--- config.mk ---
export PLATFORM = sky130hd
export DESIGN_NAME = data_memory
export DESIGN_NICKNAME = d
export VERILOG_FILES = /design/src/rtl/data_memory_pkg.sv /design/src/rtl/data_memory.sv
export SDC_FILE = /design/constraint.sdc
export NUM_CORES = 2
export LEC_CHECK = 0
export BUFFER_PORTS_ARGS = -buffer_cell sky130_fd_sc_hd__buf_2
export CAP_MARGIN = 10
export CORE_AREA = 2 2 558 560
export DETAILED_ROUTE_END_ITERATION = 7
export DIE_AREA = 0 0 560 562
export GPL_ROUTABILITY_DRIVEN = 0
export PLACE_DENSITY = 0.42
export SLEW_MARGIN = 20
export SYNTH_ARGS = -nofsm -noshare
export SYNTH_HDL_FRONTEND = slang
export SYNTH_SLANG_ARGS = --single-unit
--- constraint.sdc ---
create_clock -name CLK -period 3.2 [get_ports CLK]
set_input_delay 0.64 -clock CLK [delete_from_list [all_inputs] [get_ports CLK]]
set_output_delay 0.64 -clock CLK [all_outputs]
set_load 0.005 [all_outputs]
--- src/rtl/data_memory_pkg.sv ---
// Shared sizing constants for the MEM-stage data memory.
package data_memory_pkg;
    localparam int DATAMEM_ADDR_WIDTH = 5;
    localparam int DATAMEM_DATA_WIDTH = 64;
    localparam int DATAMEM_DEPTH      = 32;
endpackage

--- src/rtl/data_memory.sv ---
// Word-addressed data memory: synchronous write, combinational read, synchronous clear.
module data_memory
    import data_memory_pkg::*;
#(
    parameter int ADDR_WIDTH = DATAMEM_ADDR_WIDTH,
    parameter int DATA_WIDTH = DATAMEM_DATA_WIDTH
) (
    input  logic                  CLK,
    input  logic                  RST,
    input  logic [ADDR_WIDTH-1:0] ADDR,
    input  logic                  WE,
    input  logic [DATA_WIDTH-1:0] D_in,
    output logic [DATA_WIDTH-1:0] D_out
);

    localparam int DEPTH = 2 ** ADDR_WIDTH;

    logic [DATA_WIDTH-1:0] mem_q [DEPTH];

    // Reset has priority over a coincident write; no write-first bypass on the read port.
    always_ff @(posedge CLK) begin
        if (RST) begin
            for (int i = 0; i < DEPTH; i++) begin
                mem_q[i] <= '0;
            end
        end else if (WE) begin
            mem_q[ADDR] <= D_in;
        end
    end

    assign D_out = mem_q[ADDR];

endmodule

==> results.yml <==
detailed_routing:
  wl_per_cell_um: 31.9
  drt-pass1-iter-count: 5
  via_count: 56800
  drtIter0Drc: 5931
  totalWireLength_um: 359000
  drc: 0
  via_per_inst: 5.06
  antenna_left: 0
die:
  die_w_um: 560
  initial_utilization_pct: 29.9
  rows: 204
  die-height_um: 562
  coreArea_um2: 308000
  die-area_um2: 315000
  boundaryPins: 136
setup_path:
  crit_arrival_ns: 2.62
  worst-setup-path-type: "in2out"
  cpPeakStageDelay_ns: 0.62
  critPathLaunchType: "input pin"
  critical_path_required_ns: 2.56
  cp_slowest_cell: "or4b_4"
  crit_fanout: 33
  endpoint_kind: "output port"
  timing.critical_path.cells: "buf_8 > or4b_4 > buf_12 > o22ai_1 > nor4_4 > buf_4 > nand2_1 > buf_2"
clocking:
  cts_hold_buf: 0
  root_buffer: "clkbuf_16"
  clockBufferDepth: 4
  clk_pin_slew_worst_paths_ns: 0.06
  cts_inserted_buffers: 237
  htree_num_levels: 4
  cts_tree: "built"
  cts.sinks: 2048
power_and_ir_drop:
  finalPower_mw: 62.5
  powerDensity_nw_per_um2: 555
  p_clk_share_pct: 41.3
  peakVddDrop_mv: 0.465
  switching_power_mw: 15.1
  p_int_mw: 47.4
  p_seq_share_pct: 50.1
  pwr-share-comb_pct: 8.6
  sw_frac_of_total_pct: 24.1
  p_leak_nw: 41.8
run_status:
  status: "complete, but fails checks"
  violations: "negative setup slack"
global_route:
  grt_max_degree: 65
  grt_pass1_wl_um: 489000
  grt_pass1_vias: 56900
  track_usage_pct: 22.3
  grt_overflow_total: 0
  antenna_found_initial: 62
final_layout:
  largest_reg_flops: 2048
  finalNonFillerCells: 11200
  nNetsFinal: 6988
  reg_top3: "mem_q: 2048 flops"
  regMostFlops: "mem_q"
  area_growth_pct: 21.9
  layout-drive-gt1-share_pct: 18.1
  final_cell_mix: "and2_1 (2048), edfxtp_1 (2048), mux2i_1 (992), o22ai_1 (471), buf_4 (326)"
  final_util_pct: 36.5
timing:
  max_slew.worst_pin.slew_ns: 0.798
  fin_ws_ns: -0.0578
  fin_crit_sh_pct: 102
  setup_viol: 9
  rsz0062_at_grt: "yes"
  hold_viol_final: 0
  tns_ns: -0.233
  fmax_mhz: 307
  slew_headroom_pct: 46.8
  period_needed_ns: 3.26
  drv_slew: 0
logic_synthesis:
  syn-cell-area_um2: 92300
  yosysSeqAreaShare_pct: 66.6
  synth_cells: 6573
  synth_seq_cells: 2048
  synthDistinctLibCells: 26
  synth_edf_count: 2048
  ys_async_sr_fraction_pct: 0
  synthFlopType: "edfxtp_1"
  avgSynthCellArea_um2: 14.0
  yosysWarnings: 0
  syn-num-nets: 6645
placed_design:
  hpwl_um: 196000
  dp.cells: 10700
  port_buffers: 135
flow_run:
  drv_cap: 0
min_path:
  worstHoldPathCells: 2
  hold_class: "in2reg"
==> path summary, 6_finish.rpt <==
| check | from | end | slack [ns] |
|---|---|---|---|
| setup / recovery | ADDR[0] | D_out[48] | -0.06 |
| hold / removal | D_in[61] | mem_q[9][61]$_SDFFCE_PN0P_ | 0.34 |
==> power groups by stage <==
stage / clock, mW / combinational [mW] / sequential (mW)
detailed placement: 0 / 5.08 / 31.8
CTS: 26.3 / 5.33 / 31.3
finish: 25.8 / 5.40 / 31.3
global route: 27.3 / 5.67 / 31.4
floorplan: 0 / 2.30 / 31.8
global placement: 0 / 5.07 / 31.8
==> timing repair <==
action | 4_1_cts | 5_1_grt
endpoints found under the setup margin | 64 | 54
pin swaps | 32 | 43
gates resized for setup | 153 | 109
buffers inserted | 45 | 44
cloned | 11 | 5
==> worst max-delay path: cells and delay by family <==
| family | cells | cell delay, ns |
|---|---|---|
| buf+inv | 4 | 0.61 |
| simple gates | 3 | 0.80 |
| compound gates | 1 | 0.40 |
==> Yosys cell counts (8+ instances only) <==
cell / instances / share of area, %
or2_2: 32 / 0.22
clkbuf_2: 55 / 0.30
buf_4: 10 / 0.081
and2_1: 2048 / 14
nand2_1: 66 / 0.27
nor2_1: 29 / 0.12
buf_2: 136 / 0.74
o22ai_1: 512 / 3.5
clkbuf_1: 431 / 1.8
nand4bb_1: 8 / 0.098
buf_6: 20 / 0.24
nor4_1: 128 / 0.87
edfxtp_1: 2048 / 67
mux2i_1: 1024 / 11
==> cells by family (layout without fill, tap and decap cells) <==
logic type / count (synthesis) / after routing / share of synthesized area [%]
AOI/OAI and AO/OA: 512 / 512 / 3.47
other: 0 / 19 / 0
and+or+nand+nor: 2333 / 2333 / 15.7
buffers and inverters: 656 / 1181 / 3.13
DFF: 2048 / 2048 / 66.6
muxes: 1024 / 1024 / 11.1
==> metrics by stage <==
step	worst slack [ns]	hold WS (ns)	area (um2)
after floorplan	0.340	0.838	92300
after global placement	-0.626	1.26	102000
after detailed placement	-0.560	1.28	102000
after CTS	-0.0268	0.269	111000
after global routing	-0.0571	0.312	112000
final	-0.0578	0.343	112000
==> routing by layer <==
metal / wire length [um] / GRT usage [%] / up-vias
met2: 174000 / 37.8 / 1929
met5: 80 / 0 / -
met1: 156000 / 30.2 / 29800
met4: 9130 / 5.59 / 12
met3: 19500 / 2.66 / 474
li1: - / - / 24600
==> area by class of cell <==
class | instances | area, um2
sequential | 2048 | 61500
multi-input combinational | 3869 | 29500
tap | 4120 | 5150
clock buffer | 306 | 6250
timing repair buffer | 760 | 9150
fill | 29300 | 196000
antenna | 19 | 47.5
clock inverter | 115 | 897
(Power assumes the default switching activity.)
